## config.mk

```make
export PLATFORM = sky130hd
export DESIGN_NAME = instruction_fetch
export DESIGN_NICKNAME = d
export VERILOG_FILES = /design/src/rtl/cpu_pkg.sv /design/src/rtl/fetch_skid_fifo.sv /design/src/rtl/instruction_fetch.sv
export SDC_FILE = /design/constraint.sdc
export NUM_CORES = 1
export LEC_CHECK = 0
export ABC_AREA = 1
export ABC_CLOCK_PERIOD_IN_PS = 7400
export CAP_MARGIN = 20
export CORE_UTILIZATION = 57
export DETAILED_ROUTE_END_ITERATION = 7
export PLACE_DENSITY = 0.85
export SYNTH_ARGS = -nofsm -noshare
export SYNTH_HDL_FRONTEND = slang
export SYNTH_SLANG_ARGS = --single-unit
```

## constraint.sdc

```tcl
create_clock -name clock -period 7.4 [get_ports clock]
set_input_delay 1.11 -clock clock [delete_from_list [all_inputs] [get_ports clock]]
set_output_delay 1.11 -clock clock [all_outputs]
set_load 0.005 [all_outputs]
```

## src/rtl/cpu_pkg.sv

```systemverilog
// Shared definitions for the ten-bit CPU pipeline: widths, reset PC, the fetch
// FSM state type and the {pc, instr} packet handed from fetch to decode.
package cpu_pkg;

    localparam int WORD_W = 10;
    localparam logic [WORD_W-1:0] RESET_PC = '0;

    typedef enum logic {
        IDLE = 1'b0,
        RUN  = 1'b1
    } fetch_state_e;

    typedef struct packed {
        logic [WORD_W-1:0] pc;
        logic [WORD_W-1:0] instr;
    } fetch_packet_t;

endpackage

```

## src/rtl/fetch_skid_fifo.sv

```systemverilog
// Two-entry skid FIFO of fetch packets. Slot 0 is always the head, so the
// decode-facing outputs come straight from a register.
module fetch_skid_fifo
    import cpu_pkg::*;
(
    input  logic          clock,
    input  logic          reset_n,
    input  logic          push,
    input  fetch_packet_t push_data,
    input  logic          pop,
    input  logic          flush,
    output fetch_packet_t head,
    output logic [1:0]    count
);

    fetch_packet_t slot0_q, slot0_d;
    fetch_packet_t slot1_q, slot1_d;
    logic [1:0]    count_q, count_d;
    logic          do_pop;

    // Flush wins; a simultaneous push and pop keeps the occupancy constant.
    always_comb begin
        slot0_d = slot0_q;
        slot1_d = slot1_q;
        count_d = count_q;
        do_pop  = pop && (count_q != 2'd0);
        if (flush) begin
            count_d = 2'd0;
        end else if (push && do_pop) begin
            if (count_q == 2'd1) begin
                slot0_d = push_data;
            end else begin
                slot0_d = slot1_q;
                slot1_d = push_data;
            end
        end else if (push) begin
            if (count_q == 2'd0) begin
                slot0_d = push_data;
            end else begin
                slot1_d = push_data;
            end
            count_d = count_q + 2'd1;
        end else if (do_pop) begin
            slot0_d = slot1_q;
            count_d = count_q - 2'd1;
        end
    end

    always_ff @(posedge clock or negedge reset_n) begin
        if (!reset_n) begin
            slot0_q <= '0;
            slot1_q <= '0;
            count_q <= 2'd0;
        end else begin
            slot0_q <= slot0_d;
            slot1_q <= slot1_d;
            count_q <= count_d;
        end
    end

    assign head  = slot0_q;
    assign count = count_q;

endmodule

```

## src/rtl/instruction_fetch.sv

```systemverilog
// Fetch stage: owns the PC, issues addresses to the synchronous instruction
// memory and hands returned words to decode through a skid buffer.
module instruction_fetch #(
    parameter int                WORD_W   = 10,
    parameter logic [WORD_W-1:0] RESET_PC = '0
) (
    input  logic              clock,
    input  logic              reset_n,
    input  logic              fetch_enable,
    input  logic              branch_valid,
    input  logic [WORD_W-1:0] branch_target,
    output logic [WORD_W-1:0] im_address,
    input  logic [WORD_W-1:0] im_instruction,
    output logic              if_valid,
    input  logic              dec_ready,
    output logic [WORD_W-1:0] if_instruction,
    output logic [WORD_W-1:0] if_pc
);

    import cpu_pkg::*;

    fetch_state_e      state_q, state_d;
    logic [WORD_W-1:0] pc_q, pc_d;
    logic [WORD_W-1:0] inflight_pc_q, inflight_pc_d;
    logic              inflight_q, inflight_d;

    logic              pop;
    logic              issue;
    logic [2:0]        occupancy;
    logic [1:0]        count;
    fetch_packet_t     head;
    fetch_packet_t     push_pkt;

    // A new issue is allowed only if the word it returns is guaranteed a slot.
    assign pop       = if_valid & dec_ready;
    assign occupancy = {1'b0, count} + {2'b00, inflight_q} - {2'b00, pop};
    assign issue     = (state_q == RUN) && (occupancy < 3'd2) && !branch_valid;

    always_comb begin
        pc_d          = pc_q;
        inflight_pc_d = inflight_pc_q;
        inflight_d    = issue;
        state_d       = state_q;
        if (branch_valid) begin
            pc_d = branch_target;
        end else if (issue) begin
            pc_d          = pc_q + WORD_W'(1);
            inflight_pc_d = pc_q;
        end
        case (state_q)
            IDLE:    if (fetch_enable)  state_d = RUN;
            RUN:     if (!fetch_enable) state_d = IDLE;
            default: state_d = IDLE;
        endcase
    end

    always_ff @(posedge clock or negedge reset_n) begin
        if (!reset_n) begin
            state_q       <= IDLE;
            pc_q          <= RESET_PC;
            inflight_q    <= 1'b0;
            inflight_pc_q <= '0;
        end else begin
            state_q       <= state_d;
            pc_q          <= pc_d;
            inflight_q    <= inflight_d;
            inflight_pc_q <= inflight_pc_d;
        end
    end

    assign push_pkt = '{pc: inflight_pc_q, instr: im_instruction};

    // A redirect discards the returning word and any buffered ones.
    fetch_skid_fifo u_fifo (
        .clock     (clock),
        .reset_n   (reset_n),
        .push      (inflight_q & ~branch_valid),
        .push_data (push_pkt),
        .pop       (pop & ~branch_valid),
        .flush     (branch_valid),
        .head      (head),
        .count     (count)
    );

    assign im_address     = pc_q;
    assign if_valid       = (count != 2'd0);
    assign if_pc          = head.pc;
    assign if_instruction = head.instr;

endmodule
```

==> results of run 1 <==
## worst max-delay path, stage by stage
cell and delay, ns:
clkdlybuf4s50_1 0.48, nand2_1 0.07, nor2_1 0.17, o21ai_0 0.14
fa_1 0.49, nand2_1 0.05, inv_1 0.08, nand3_4 0.12
nor2_2 0.76, o21ai_0 0.17
## state kept, by name, summed over array words and instances (netlist names)
signal          flops
u_fifo.slot1_q     20
inflight_q          1
u_fifo.head        20
state_q             1
u_fifo.count        2
inflight_pc_q      10
im_address         10
## power groups by stage
stage	sequential (mW)	clock, mW	combinational (mW)
finish	0.595	0.271	0.555
global route	0.618	0.290	0.634
CTS	0.595	0.276	0.559
detailed placement	0.600	0	0.555
global placement	0.592	0	0.535
floorplan	0.587	0	0.340
## through the flow
step	area, um^2	power [mW]	setup WS [ns]	hold WS, ns
2_1_floorplan	3220	0.927	4.71	0.453
3_3_place_gp	3760	1.13	3.54	0.463
3_5_place_dp	3760	1.16	3.39	0.465
4_1_cts	3940	1.43	3.68	0.482
5_1_grt	3960	1.54	3.62	0.505
6_report	3960	1.42	3.92	0.481
## cells in the final DEF, fill, tap and decap left out, drive strengths merged
master and instances:
nand2 156, nand3b 1, clkdlybuf4s50 54, nand3 61, nand4 1, buf 4, o21ai 37, fa 1
o21bai 1, dfrtp 64, clkinv 3, clkbuf 13, ha 3, nor2 9, inv 67, or2 1
xor2 1
## final cells by class
type                            count  area [um^2]
Inverter                           67          251
Clock inverter                      3         15.0
Clock buffer                       13          169
Fill cell                         458         1520
Multi-Input combinational cell    272         1250
Timing Repair Buffer               58          576
Sequential cell                    64         1600
Tap cell                           72         90.1
## layer usage
metal | up-vias | track usage | share of wire
met4 | 0 | 0.102 | 0.019
li1 | 1396 | - | -
met2 | 82 | 0.405 | 0.48
met1 | 1280 | 0.308 | 0.46
met3 | 13 | 0.0321 | 0.046
met5 | - | 0 | 0
## cell families (layout without fill, tap and decap cells)
group | count (synthesis) | count (layout) | share of synthesized area
AO/OA/AOI/OAI | 38 | 38 | 0.0609
XOR/XNOR | 1 | 1 | 0.00272
adder cells (fa/ha/maj) | 4 | 4 | 0.0179
buffers and inverters | 87 | 141 | 0.115
flip-flops | 64 | 64 | 0.497
AND/OR/NAND/NOR | 229 | 229 | 0.307
## final timing paths
path / end / slack, ns / cells after the start
setup / recovery: inflight_pc_q[9] / 3.92 / 10
hold / removal: u_fifo.head[17] / 0.48 / 2
setup reg to reg: inflight_pc_q[9] / 4.37 / 12
hold reg to reg: u_fifo.head[17] / 0.48 / 2
max in group asynchronous: u_fifo.head[3] / 5.95 / 2
min in group asynchronous: u_fifo.head[14] / 0.93 / 2
==> flow_summary.toml, run 1 <==
[outcome]
status = "finished clean"

[logic_synthesis]
syn-num-nets = 452
netlist_area_um2 = 3220
yosysSeqAreaShare = 0.497
yosysMostFrequentCell = "nand2_1"
syn_inst = 423
synth_top_cell_area_share = 0.497
synth-edff-count = 0
synth_ff_type = "dfrtp_1"
synthDistinctLibCells = 27
syn_area_per_cell_um2 = 7.62
synth_commonest_cells = "nand2_1 (155), dfrtp_1 (64), inv_1 (63)"
async_flop_share = 1.00
netlist_top_cells_area = "dfrtp_1 (50%), nand2_1 (18%), nand3_1 (8.7%), inv_1 (7.3%), o21ai_0 (5.4%)"
yosysWarnings = 0
ys_ff_latch = 64
synth_top_cell_by_area = "dfrtp_1"

[clocking]
cts_tree = "built"
cts_sinks = 64
ctsHoldBuffers = 0
cts_inserted_buffers = 9
postCtsSetupBuffers = 0
cts_resized = 0
clock_latency_ns = 0.33
clockBufferDepth = 2
clk_pin_slew_ns = 0.06
htree_levels = 3
cts-root-buf = "clkbuf_8"

[route]
firstDrtPassIters = 5
routedWlPerCell_um = 11.4
vias_per_cell = 5.05
drc = 0
drt_iter0_markers = 233
detail-route-antenna-nets = 0
vias = 2771
wirelength_um = 6240

[floorplan]
die_w_um = 77.2
core-area_um2 = 5470
die_y_um = 77.2
die-area_um2 = 5960
initial_core_util = 0.589
ios = 56
core.rowCount = 27

[sta]
finalHoldViolations = 0
post-route-period-util = 0.470
rsz0062_at_grt = "no"
achievable-frequency_ghz = 0.287
setup_viol = 0
final-max-slew-violation-count = 0
fin_skew_ns = 0.00444
worst_pin_slew_ns = 0.976
finalSetupTns_ns = 0
timing.slew.headroom = 0.349
min_period_ns = 3.48

[grt]
antenna_found_initial = 0
grt_start_max_net_pins = 65
grt_use_total = 0.240
grt_pass1_vias = 2586
gr-total-overflow = 0
grt_pass1_wl_um = 11300

[final_layout]
diodes = 0
nets = 501
instances_no_fill = 549
syn_to_final_growth_pct = 22.7
final_core_util = 0.723
layout-drive-gt1-share = 0.0692

[power]
ir_worst_vdd_uv = 187
leakagePower_nw = 2.06
clockPowerShare = 0.191
pwr-share-comb = 0.390
p_switching_mw = 0.505
switching_share = 0.355
power_density_nw_per_um2 = 359
power.internal_mw = 0.916
power.share.sequential = 0.419

[placement]
dp_cells = 532
place.detailed.hpwl_um = 4330
numPortBuffers = 55
gp_congestion = 0.833

[worst_hold_path]
holdCritStartpoint = "u_fifo.head[17]"
hold_class = "reg2reg"

[critical_path]
cp-end-kind = "flop"
startpoint_type = "input pin"
crit_start = "dec_ready"
cp_max_fo = 29
cp.required_ns = 7.57
crit_type = "in2reg"
reg2reg_from = "u_fifo.count[1]"
cp.arrival_ns = 3.65

[run]
max_cap_violations = 0
(Power assumes the default switching activity.)
==> run 2: changes to the inputs <==
--- a/config.mk
+++ b/config.mk
@@ -6,11 +6,11 @@
 export NUM_CORES = 1
 export LEC_CHECK = 0
 export ABC_AREA = 1
-export ABC_CLOCK_PERIOD_IN_PS = 7400
+export ABC_CLOCK_PERIOD_IN_PS = 3500
 export CAP_MARGIN = 20
-export CORE_UTILIZATION = 57
+export CORE_UTILIZATION = 53
 export DETAILED_ROUTE_END_ITERATION = 7
-export PLACE_DENSITY = 0.85
+export PLACE_DENSITY = 0.8
 export SYNTH_ARGS = -nofsm -noshare
 export SYNTH_HDL_FRONTEND = slang
 export SYNTH_SLANG_ARGS = --single-unit
==> constraint.sdc (replaced) <==
create_clock -name clock -period 3.5 [get_ports clock]
set_input_delay 0.525 -clock clock [delete_from_list [all_inputs] [get_ports clock]]
set_output_delay 0.525 -clock clock [all_outputs]
set_load 0.005 [all_outputs]
==> flow_summary.toml, run 2 (synthesized netlist as in run 1, its figures left out) <==
[clocking]
clockBufferDepth = 2
clk_pin_slew_ns = 0.07
ctsHoldBuffers = 0
postCtsSetupBuffers = 0
clock_latency_ns = 0.33
cts_resized = 0
cts_tree = "built"
cts_sinks = 64
cts_inserted_buffers = 9
htree_levels = 3
cts-root-buf = "clkbuf_8"

[final_layout]
syn_to_final_growth_pct = 25.1
design_area_um2 = 4030
diodes = 0
nets = 507
layout-drive-gt1-share = 0.0828
final_core_util = 0.685
final_cell_mix = "nand2_1 (155), dfrtp_1 (64), inv_1 (63)"
layout_commonest_cell = "nand2_1"

[sta]
worst_pin_slew_ns = 0.757
timing.slew.headroom = 0.495
rsz0062_at_grt = "no"
finalHoldViolations = 0
final-max-slew-violation-count = 0
setup_viol = 0
min_period_ns = 2.56
finalSetupTns_ns = 0
fin_skew_ns = 0.00872
achievable-frequency_ghz = 0.391
post-route-period-util = 0.731

[critical_path]
critPathMostFrequentCell = "nand2_1"
path_cells = "inv_1 > ha_1 > inv_2 > nand2_1 > nor2_1 > o21ai_0 > fa_1 > nand2_1 > inv_1 > nand3_4 > nor2_2 > buf_4 > nand2_1 > o21ai_0"
cp.arrival_ns = 2.80
cp_max_fo = 20
rrSetupSlack_ns = 0.94
slowest_stage = "fa_1"
crit_path_max_incr_delay_ns = 0.50
cp-end-kind = "flop"
crit_type = "reg2reg"
cp.required_ns = 3.74
startpoint_type = "flop"

[route]
wirelength_um = 6680
vias_per_cell = 4.94
drt_iter0_markers = 238
detail-route-antenna-nets = 0
routedWlPerCell_um = 12.0
vias = 2759
firstDrtPassIters = 5
drc = 0

[grt]
grt_pass1_wl_um = 11300
antenna_found_initial = 0
grt_use_total = 0.229
grt_pass1_vias = 2540
grt_start_max_net_pins = 41
gr-total-overflow = 0

[outcome]
status = "finished clean"

[floorplan]
core-area_um2 = 5890
core.rowCount = 28
die_y_um = 80.0
ios = 56
die-area_um2 = 6400
die_w_um = 80.0
initial_core_util = 0.548

[power]
leakagePower_nw = 2.09
ir_worst_vdd_uv = 330
power_density_nw_per_um2 = 784

[run]
max_cap_violations = 0

[placement]
gp_congestion = 0.903
place.detailed.hpwl_um = 4530
numPortBuffers = 55
dpl-instance-area_um2 = 3810

[worst_hold_path]
hold_class = "in2async"
==> run 2: changes by cell type in the layout (fill, tap and decap cells not counted) <==
cell,previous run,this run
clkbuf_8,12,10
clkinvlp_4,0,1
buf_4,2,9
buf_8,1,0
clkbuf_1,1,0
bufinv_16,0,2
==> run 2: metal layers <==
layer  global-route usage  wire, um  vias up
li1                     -         -     1412
met1                0.295      3130     1259
met2                0.374      3160       77
met3               0.0423       284       11
met4                0.105        97        0
met5                    0         0        -
==> run 2: layout make-up <==
type | count | area [um^2]
multi-input cells | 272 | 1250
repair buffers | 64 | 613
fillers | 497 | 1850
flip-flops and latches | 64 | 1600
clock buffers | 10 | 138
clock inverters | 6 | 82.6
well taps | 75 | 93.8
inverters | 67 | 251
==> run 2: path summary, 6_finish.rpt <==
| path | start | end | cells past startpoint |
|---|---|---|---|
| max | u_fifo.count[1] | inflight_pc_q[8] | 14 |
| min | reset_n | u_fifo.head[17] | 1 |
| max reg2reg | u_fifo.count[1] | inflight_pc_q[8] | 14 |
| min reg2reg | u_fifo.head[4] | u_fifo.head[4] | 2 |
| max in group asynchronous | reset_n | inflight_pc_q[9] | 2 |
| min in group clock | u_fifo.head[4] | u_fifo.head[4] | 2 |
==> run 2: report_power, final <==
group	internal (mW)	total, mW	switching (mW)	leakage, nW
sequential	1.06	1.26	0.200	0.819
combinational	0.585	1.21	0.627	1.16
clock	0.417	0.695	0.279	0.112
==> run 2: metrics by stage <==
stage | std cells | worst slack, ns | power [mW] | hold slack, ns
finish | 558 | 0.940 | 3.16 | 0.255
global route | 558 | 0.699 | 3.41 | 0.304
CTS | 558 | 0.896 | 3.18 | 0.263
detailed placement | 542 | 0.740 | 2.47 | 0.468
global placement | 542 | 0.859 | 2.42 | 0.463
floorplan | 423 | 1.16 | 1.96 | 0.229
==> run 2: worst max-delay path, delay by kind of cell (launching register included) <==
kind	cells	cell delay (ns)
DFF	1	0.41
adders and majority gates	2	0.70
and+or+nand+nor	6	0.62
AOI/OAI and AO/OA	2	0.23
buffers and inverters	4	0.50
